**src/rtl/bus_xfer_ctrl.sv**
```systemverilog
// Bus transfer sequencer: drives one-hot source/destination strobes over IDLE/DRIVE/LATCH.
// Define BUS_XFER_QUEUE_EN to add a 2-entry request FIFO ahead of the FSM.
module bus_xfer_ctrl (
    input  logic        clock,
    input  logic        clear_n,
    input  logic        req_valid,
    input  logic [4:0]  req_src,
    input  logic [4:0]  req_dst,
    output logic        req_ready,
    output logic [23:0] src_out,
    output logic [23:0] dst_in,
    output logic        done,
    output logic        err,
    output logic        busy
);

    localparam logic [1:0] ST_IDLE  = 2'd0;
    localparam logic [1:0] ST_DRIVE = 2'd1;
    localparam logic [1:0] ST_LATCH = 2'd2;
    localparam logic [4:0] MAX_CODE = 5'd23;

    logic [1:0] state_q, state_d;
    logic [4:0] src_q, src_d;
    logic [4:0] dst_q, dst_d;
    logic       err_q, err_d;
    logic       ready_en_q;

    logic       accept;
    logic       take;
    logic       head_valid;
    logic [4:0] head_src;
    logic [4:0] head_dst;

    // The FSM can start a new transfer from IDLE or straight out of LATCH.
    assign take   = (state_q == ST_IDLE) || (state_q == ST_LATCH);
    assign accept = req_valid & req_ready;

`ifdef BUS_XFER_QUEUE_EN
    logic [4:0] fifo_src_q [2];
    logic [4:0] fifo_dst_q [2];
    logic       wr_ptr_q;
    logic       rd_ptr_q;
    logic [1:0] count_q;
    logic       empty;
    logic       full;
    logic       push;
    logic       pop;

    assign empty = (count_q == 2'd0);
    assign full  = (count_q == 2'd2);
    // A full FIFO still accepts when the head is being consumed this cycle.
    assign req_ready  = ready_en_q & (~full | take);
    // An empty FIFO is bypassed so an idle FSM keeps single-cycle acceptance latency.
    assign head_valid = ~empty | accept;
    assign head_src   = empty ? req_src : fifo_src_q[rd_ptr_q];
    assign head_dst   = empty ? req_dst : fifo_dst_q[rd_ptr_q];
    assign pop        = take & ~empty;
    assign push       = accept & ~(take & empty);

    always_ff @(posedge clock) begin
        if (push) begin
            fifo_src_q[wr_ptr_q] <= req_src;
            fifo_dst_q[wr_ptr_q] <= req_dst;
        end
    end

    always_ff @(posedge clock or negedge clear_n) begin
        if (!clear_n) begin
            wr_ptr_q <= 1'b0;
            rd_ptr_q <= 1'b0;
            count_q  <= 2'd0;
        end else begin
            if (push) begin
                wr_ptr_q <= ~wr_ptr_q;
            end
            if (pop) begin
                rd_ptr_q <= ~rd_ptr_q;
            end
            case ({push, pop})
                2'b10:   count_q <= count_q + 2'd1;
                2'b01:   count_q <= count_q - 2'd1;
                default: count_q <= count_q;
            endcase
        end
    end
`else
    assign req_ready  = ready_en_q & (state_q == ST_IDLE);
    assign head_valid = accept;
    assign head_src   = req_src;
    assign head_dst   = req_dst;
`endif

    always_comb begin
        state_d = state_q;
        src_d   = src_q;
        dst_d   = dst_q;
        err_d   = 1'b0;
        case (state_q)
            ST_DRIVE: state_d = ST_LATCH;
            ST_LATCH: state_d = ST_IDLE;
            default:  state_d = ST_IDLE;
        endcase
        if (take && head_valid) begin
            if ((head_src <= MAX_CODE) && (head_dst <= MAX_CODE)) begin
                state_d = ST_DRIVE;
                src_d   = head_src;
                dst_d   = head_dst;
            end else begin
                state_d = ST_IDLE;
                err_d   = 1'b1;
            end
        end
    end

    always_ff @(posedge clock or negedge clear_n) begin
        if (!clear_n) begin
            state_q    <= ST_IDLE;
            src_q      <= '0;
            dst_q      <= '0;
            err_q      <= 1'b0;
            ready_en_q <= 1'b0;
        end else begin
            state_q    <= state_d;
            src_q      <= src_d;
            dst_q      <= dst_d;
            err_q      <= err_d;
            ready_en_q <= 1'b1;
        end
    end

    assign src_out = ((state_q == ST_DRIVE) || (state_q == ST_LATCH)) ? (24'd1 << src_q) : '0;
    assign dst_in  = (state_q == ST_LATCH) ? (24'd1 << dst_q) : '0;
    assign done    = (state_q == ST_LATCH);
    assign busy    = (state_q != ST_IDLE);
    assign err     = err_q;

endmodule

```
**config.mk**
```make
export PLATFORM = sky130hd
export DESIGN_NAME = bus_xfer_ctrl
export DESIGN_NICKNAME = d
export VERILOG_FILES = /design/src/rtl/bus_xfer_ctrl.sv
export SDC_FILE = /design/constraint.sdc
export NUM_CORES = 1
export LEC_CHECK = 0
export ABC_CLOCK_PERIOD_IN_PS = 1300
export CAP_MARGIN = 20
export CORE_MARGIN = 4
export CORE_UTILIZATION = 41
export DETAILED_ROUTE_END_ITERATION = 6
export DONT_BUFFER_PORTS = 1
export PLACE_DENSITY = 0.67
export SYNTH_ARGS = -nofsm -noshare
export SYNTH_HDL_FRONTEND = slang
export SYNTH_SLANG_ARGS = --single-unit
```
**constraint.sdc**
```tcl
create_clock -name clock -period 1.3 [get_ports clock]
set_input_delay 0.195 -clock clock [delete_from_list [all_inputs] [get_ports clock]]
set_output_delay 0.195 -clock clock [all_outputs]
set_load 0.03 [all_outputs]
```
**After elaboration in Yosys (flattened, before gate mapping)**

Cells that the tools add are included.

- Flip-flop bits (word level): 14
- Latch bits: 0
- Memory bits (writable): 0
- Bits in read-only memories: 0
- Output and inout bits: 52
- Memories: 0

- $add $sub $neg: 0
- $mul: 0
- Div/mod/pow operators: 0
- Magnitude comparators: 2
- Eq/ne operators: 2
- Shifts and indexed selects: 2
- Muxes and demuxes: 7
- Bitwise gates (word level): 2
- Reductions and logical operators: 7

Operator list:

| operator | number |
|---|---|
| 24-bit 2-to-1 mux | 2 |
| 1-bit by 5-bit << shifter with 24-bit output, first input constant | 2 |
| 5-bit less-or-equal comparator, second input constant | 2 |
| 2-bit 2-to-1 mux | 2 |
| 1-bit 2-to-1 mux | 3 |
| 1-bit bitwise AND | 2 |
| 2-bit by 1-bit equality test with 1-bit output, second input constant | 1 |
| 2-bit equality test, second input constant | 1 |
| 1-bit logical AND | 2 |
| 2-bit logical NOT | 1 |
| 1-bit logical OR | 2 |
| 2-bit AND reduction | 1 |
| 2-bit nonzero test | 1 |

**Logic depth before layout (Yosys ltp)**

Gate-level depths: netlist (run 1).

- Word-level depth: 5
- Mapped depth: 6
- Mapped depth without buffers: 5

**Worst setup path before layout (run 1)**

No wires, ideal clock.

- Path type: reg2out
- From: register state_q[0]
- To: output dst_in[12]
- Arrival time: 1.648 ns
- Data required time: 1.105 ns
- Path slack: -0.543 ns
- Cell stages (with the launch flop): 6
- Path through: dfrtp_1 > inv_1 > ha_1 > nor2b_1 > nand3_1 > nor2_1

- Cells in the longest elaborated chain, start to end: 2

Ends and longest elaborated chain:

| item | RTL line | RTL |
|---|---|---|
| start, declared | 22 | `logic [1:0] state_q, state_d;` |
| start signal, assigned | 123 | `state_q <= state_d;` |
| 2-bit equality test | -- |  |
| net done | 12 | `output logic done,` |
| 24-bit 2-to-1 mux | 132 | `assign dst_in = (state_q == ST_LATCH) ? (24'd1 << dst_q) : '0;` |
| end, declared | 11 | `output logic [23:0] dst_in,` |

The timed path passes the listed nets, and every way through them passes these cells.

**Worst setup path after layout (run 1)**

- From: register state_q[0]
- To: output src_out[5]

- Cells in the longest elaborated chain, start to end: 3
- Elaborated cells on any way between the ends: 4
- Classes of those cells: eq/ne: 2; mux: 1; reduce/logical: 1

Ends and longest elaborated chain:

| item | RTL line | RTL |
|---|---|---|
| 2-bit by 1-bit equality test with 1-bit output or 2-bit equality test (tied branches) | 131 | `assign src_out = ((state_q == ST_DRIVE) \|\| (state_q == ST_LATCH)) ? (24'd1 << src_q) : '0;` |
| 1-bit logical OR * | 131 |  |
| 24-bit 2-to-1 mux * | 131 |  |
| end, declared | 10 | `output logic [23:0] src_out,` |

Every way passes the cells marked *; elsewhere a longest branch is shown, timed or not.

==> results of run 1 <==
-- kinds of logic (layout without fill, tap and decap cells) --
family | after synthesis | count (layout) | synth area share
and+or+nand+nor | 78 | 78 | 0.372
buffers and inverters | 6 | 46 | 0.0417
other | 1 | 1 | 0.00403
muxes | 10 | 10 | 0.157
DFF | 14 | 14 | 0.376
adders and majority gates | 3 | 3 | 0.0403
AOI/OAI and AO/OA | 1 | 1 | 0.00807
-- cell usage in the layout (no fill, tap or decap), types with 2 or more instances in the layout --
master and count:
nor2b_4 4, buf_6 12, nand3_4 4, buf_4 20
nand2_1 2, nand2_8 2, clkbuf_4 3, inv_2 2
buf_12 6, nand2b_1 4, nand3b_1 2, mux2_4 10
ha_4 2, nor2_4 49, dfrtp_1 14, nand2_4 2
nand3_2 2, nor2_1 2
-- metal layers --
metal  GRT usage  up-vias
met5           0        -
li1            -      442
met1       0.282      508
met4      0.0868        0
met3      0.0858        6
met2       0.407       62
-- critical path, stage by stage (launching register included) --
cell and delay (ps):
dfrtp_1 390, inv_2 80, ha_4 280, nor2b_4 210
buf_4 160, nand2_4 90, nor2_4 250
-- sequential cells by signal, summed over array words and instances, names as in the netlist --
register and flops:
dst_q 5, src_q 5, ready_en_q 1, err 1
state_q 2
-- metrics by stage --
stage / TNS, ps / util
floorplan: -10340 / -
global placement: -7350 / 0.797
detailed placement: -9030 / 0.797
CTS: -22220 / 0.902
global route: -31270 / 0.939
finish: -27450 / 0.939
-- repair_timing --
action,CTS,global route
gates cloned,1,0
setup endpoints to repair,60,61
setup buffers,6,5
pin swaps,15,13
endpoints found under the hold margin,14,0
resized for setup,28,9
hold buffers,1,0
-- path summary, 6_finish.rpt --
kind | from | endpoint | slack, ps
max in group asynchronous | clear_n | dst_q[2] | 530
worst max register to register | state_q[0] | dst_q[1] | -250
worst min-delay path | req_src[4] | src_q[4] | 60
worst min register to register | src_q[1] | src_q[1] | 620
min in group asynchronous | clear_n | src_q[3] | 370
worst max-delay path | state_q[0] | src_out[5] | -630
-- power by group through the flow --
stage	sequential [mW]	combinational, mW	clock, mW
6_report	0.638	1.34	0.242
5_1_grt	0.649	1.40	0.268
4_1_cts	0.616	1.21	0.237
3_5_place_dp	0.609	1.08	0
3_3_place_gp	0.603	1.06	0
2_1_floorplan	0.619	0.680	0
-- cells in the mapped netlist --
| master | instances | area, um2 |
|---|---|---|
| a22oi_1 | 1 | 7.51 |
| and2_1 | 1 | 6.26 |
| buf_12 | 1 | 20.0 |
| clkbuf_1 | 2 | 7.51 |
| conb_1 | 1 | 3.75 |
| dfrtp_1 | 14 | 350 |
| ha_1 | 3 | 37.5 |
| inv_1 | 3 | 11.3 |
| mux2_2 | 1 | 11.3 |
| mux2_4 | 9 | 135 |
| nand2_1 | 6 | 22.5 |
| nand2b_1 | 4 | 25.0 |
| nand3_1 | 7 | 35.0 |
| nand3b_1 | 2 | 15.0 |
| nor2_1 | 51 | 191 |
| nor2b_1 | 4 | 25.0 |
| nor2b_4 | 1 | 13.8 |
| or2_2 | 2 | 12.5 |
-- cell type report --
class | instances | area (um2)
well taps | 27 | 33.8
fillers | 55 | 126
inverters | 3 | 15.0
flip-flops and latches | 14 | 350
multi-input cells | 93 | 1070
repair buffers | 40 | 440
clock buffers | 3 | 22.5
==> results.toml, run 1 <==
[timing]
post-route-period-util = 1.48
fin_ws_ps = -626
grt_setup_unrepaired = "yes"
maxSlewViolCount = 0
whs_ps = 60.9
period_minus_slack_ps = 1930
worst_slew_pin_slew_ps = 625
fmax_ghz = 0.519
finalSetupViolations = 61
slew_headroom = 0.582
hold_viol = 0
skew_ps = 0.624

[floorplanning]
start_util = 0.451
core.rowCount = 16
core_um2 = 2060
die_area_um2 = 3100
die_h_um = 55.7
chipWidth_um = 55.7
ios = 65

[outcome]
status = "finished, violations left"
violations = "setup timing"

[logic_synthesis]
ys_ff_latch = 14
syn_area_per_cell_um2 = 8.24
synth_nets = 129
ys_seq_area_frac = 0.376
ys.warnings.count = 0
synthesis.area_um2 = 931
synth_cell_types = 18
syn_inst = 113

[final_layout]
diodes = 0
layout-drive-gt1-share = 0.804
fin_area_um2 = 1940
nets = 171
areaGrowthSynthToFinish_pct = 108
final_cells = 180

[global_routing]
antenna_found_initial = 0
overflow = 0
grt_max_degree = 15
grt_pass1_vias = 1067
grt_pass1_wl_um = 5840
grt_util_all_layers = 0.242

[hold_path]
holdPathStages = 1
hold_path.class = "primary input to flip-flop"

[route]
finalWirelength_um = 4270
drtIter0Drc = 28
wl_per_cell_um = 23.7
vias = 1018
ant_nets = 0
wl_met3_um = 323
drt-pass1-iter-count = 4
routedLengthMet1_um = 1620
avgViaCountPerCell = 5.66
wl_met2_um = 2280
drcViolationCount = 0
maxUsedRoutingLayer = "met4"

[clock_tree]
cts_tree = "done"
path_clk_slew_ps = 80
cts_sinks = 14
cts.path.max_buffers = 2
numCtsBuffers = 3
clock_latency_ps = 270
cts_root_buf = "clkbuf_4"
h-tree-depth = 1

[placement]
portBuffers = 0
dp_cells = 165
dp_hpwl_um = 2230
gp_congestion = 0.783
detailedPlace.worstSlack_ps = -284
dpl-instance-area_um2 = 1640

[power]
combPwrFrac = 0.604
clockPowerShare = 0.109
p_sw_mw = 1.01
finalPower_mw = 2.22
p_int_mw = 1.22
ir_drop_uv = 1180
seq_power_share = 0.287
power_leakage_nw = 0.681
switching_share = 0.453
p_per_area_nw_per_um2 = 1150

[worst_setup_path]
path_max_fanout = 4
cp.required_ps = 1110
reg2regPathDepth = 6
endpoint_kind = "primary output"
cp-start-kind = "flip-flop"
crit_type = "flip-flop to primary output"
arrival_ps = 1730

[flow_run]
cap_violations = 0
Power figures use the tool's default switching activity.
==> run 2: changes to the inputs <==
--- a/config.mk
+++ b/config.mk
@@ -6,7 +6,7 @@
 export NUM_CORES = 1
 export LEC_CHECK = 0
 export ABC_CLOCK_PERIOD_IN_PS = 1300
-export CAP_MARGIN = 20
+export CAP_MARGIN = 0
 export CORE_MARGIN = 4
 export CORE_UTILIZATION = 41
 export DETAILED_ROUTE_END_ITERATION = 6
==> results of run 2 <==
Final layout, timing and power as in run 1 (identical DEF).
==> run 3: changes to the inputs <==
--- a/config.mk
+++ b/config.mk
@@ -7,11 +7,12 @@
 export LEC_CHECK = 0
 export ABC_CLOCK_PERIOD_IN_PS = 1300
 export CAP_MARGIN = 0
-export CORE_MARGIN = 4
+export CORE_MARGIN = 2
 export CORE_UTILIZATION = 41
 export DETAILED_ROUTE_END_ITERATION = 6
 export DONT_BUFFER_PORTS = 1
 export PLACE_DENSITY = 0.67
+export SLEW_MARGIN = 40
 export SYNTH_ARGS = -nofsm -noshare
 export SYNTH_HDL_FRONTEND = slang
 export SYNTH_SLANG_ARGS = --single-unit
==> run 3 against run 2 <==
The flow still finishes with violations (setup timing). Combinational power down 14%. Flip-flop and latch count stayed put. Clock power grew 31%. Via count fell by 7.2%. Die area decreased by 14%. Clock skew is 1.1 ps higher. First-iteration DRC count is 100% lower. Critical path depth is 1 lower. Sequential power down 2%. Highest routed layer unchanged. Critical endpoint is now src_out[15].
==> results.toml, run 3 (same netlist as run 1, synthesis figures left out) <==
[worst_setup_path]
cp-start-kind = "flip-flop"
cp_slowest_cell = "dfrtp_1"
path_max_fanout = 4
endpoint_kind = "primary output"
arrival_ps = 1630
reg2reg_slack_ps = -130
cp_cell_sequence = "inv_2 > ha_4 > nor2b_4 > nand3_2 > nor2_4"
max_stage_delay_ps = 380
cp.required_ps = 1110
r2r-start = "state_q[1]"
reg2reg_to = "src_q[4]"
reg2regPathDepth = 6
crit_type = "flip-flop to primary output"

[timing]
slew_headroom = 0.592
skew_ps = 1.76
maxSlewViolCount = 0
whs_ps = 49.5
fin_ws_ps = -521
post-route-period-util = 1.40
period_minus_slack_ps = 1820
finalSetupViolations = 61
worst_slew_pin_slew_ps = 610
hold_viol = 0
grt_setup_unrepaired = "yes"
fmax_ghz = 0.549

[final_layout]
diodes = 0
final_cell_mix = "nor2_4 (48), buf_4 (23), dfrtp_1 (14)"
layout-drive-gt1-share = 0.795
mostFrequentLayoutCell = "nor2_4"
areaGrowthSynthToFinish_pct = 95.8
fin_area_um2 = 1820
fill_cells = 121
nets = 168
top_regs = "dst_q: 5 flops, src_q: 5 flops, state_q: 2 flops"

[placement]
portBuffers = 0
dpl-instance-area_um2 = 1640
gp_congestion = 0.729
dp_hpwl_um = 2180

[floorplanning]
start_util = 0.429
die_h_um = 51.7
ios = 65
die_area_um2 = 2670
core_um2 = 2170
chipWidth_um = 51.7
core.rowCount = 17

[hold_path]
hp-start = "req_src[0]"
hold_path.class = "primary input to flip-flop"
min_to = "src_q[0]"
holdPathStages = 1

[route]
finalWirelength_um = 2970
ant_nets = 0
wl_per_cell_um = 16.6
drt-pass1-iter-count = 1
vias = 945
drtIter0Drc = 0
drcViolationCount = 0
avgViaCountPerCell = 5.28

[clock_tree]
h-tree-depth = 1
cts_root_buf = "clkbuf_4"
clock_latency_ps = 290
path_clk_slew_ps = 80
numCtsBuffers = 3
cts_sinks = 14
cts_tree = "done"
cts.path.max_buffers = 2

[global_routing]
antenna_found_initial = 0
grt_pass1_wl_um = 4710
grt_util_all_layers = 0.243
grt_max_degree = 15
overflow = 0
grt_pass1_vias = 968

[power]
power_leakage_nw = 0.659
p_per_area_nw_per_um2 = 1140
ir_drop_uv = 1290

[outcome]
status = "finished, violations left"
violations = "setup timing"

[flow_run]
cap_violations = 0
run 3: changes by cell type in the layout (fill, tap and decap cells not counted), sizes merged:
| cell | delta |
|---|---|
| buf | -2 |
run 3: metrics by stage:
| step | std cells | worst slack, ps | utilization | power (mW) | TNS, ps |
|---|---|---|---|---|---|
| CTS | 175 | -551 | 0.821 | 2.07 | -23970 |
| finish | 179 | -521 | 0.840 | 2.09 | -22720 |
| global placement | 168 | -212 | 0.754 | 1.63 | -6750 |
| detailed placement | 168 | -256 | 0.754 | 1.66 | -8270 |
| global route | 179 | -631 | 0.840 | 2.20 | -27830 |
| floorplan | 113 | -353 | - | 1.30 | -10340 |
run 3: worst max-delay path, delay by kind of cell (launching register included):
family	cells	cell delay, ps
DFF	1	380
buffers and inverters	1	60
adders and majority gates	1	260
and+or+nand+nor	3	630
run 3: how the worst max path moves through the flow:
stage | startpoint | to | slack, ps | cells past startpoint
CTS | state_q[1] | src_out[7] | -550 | 6
global route | state_q[1] | src_out[15] | -630 | 5
floorplan | state_q[1] | src_out[10] | -350 | 5
global placement | state_q[0] | src_out[4] | -210 | 5
detailed placement | state_q[1] | src_out[7] | -260 | 5
finish | state_q[1] | src_out[15] | -520 | 5
run 3: timing repair:
item | 4_1_cts | 5_1_grt
gates cloned | 0 | 0
endpoints found under the setup margin | 61 | 61
buffers inserted | 2 | 4
hold buffers | 1 | 0
gates resized for setup | 22 | 3
pin swaps | 14 | 7
endpoints found under the hold margin | 14 | 0
run 3: per-layer routing:
| layer | track usage | vias up | wire length [um] |
|---|---|---|---|
| li1 | - | 436 | - |
| met1 | 0.244 | 462 | 989 |
| met2 | 0.472 | 41 | 1760 |
| met3 | 0.0603 | 6 | 156 |
| met4 | 0.0965 | 0 | 67 |
| met5 | 0 | - | 0 |
run 3: where the power goes:
| part | switching (mW) | internal [mW] | total, mW |
|---|---|---|---|
| clock network | 0.146 | 0.171 | 0.316 |
| logic | 0.651 | 0.495 | 1.15 |
| registers | 0.103 | 0.521 | 0.624 |
| total | 0.899 | 1.19 | 2.09 |
run 3: cell type report:
| cell class | count | area [um2] | share of cell area |
|---|---|---|---|
| inverters | 3 | 15.0 | 0.00824 |
| flip-flops and latches | 14 | 350 | 0.192 |
| clock buffers | 4 | 36.3 | 0.0199 |
| repair buffers | 37 | 355 | 0.195 |
| well taps | 28 | 35.0 | 0.0192 |
| multi-input cells | 93 | 1030 | 0.566 |
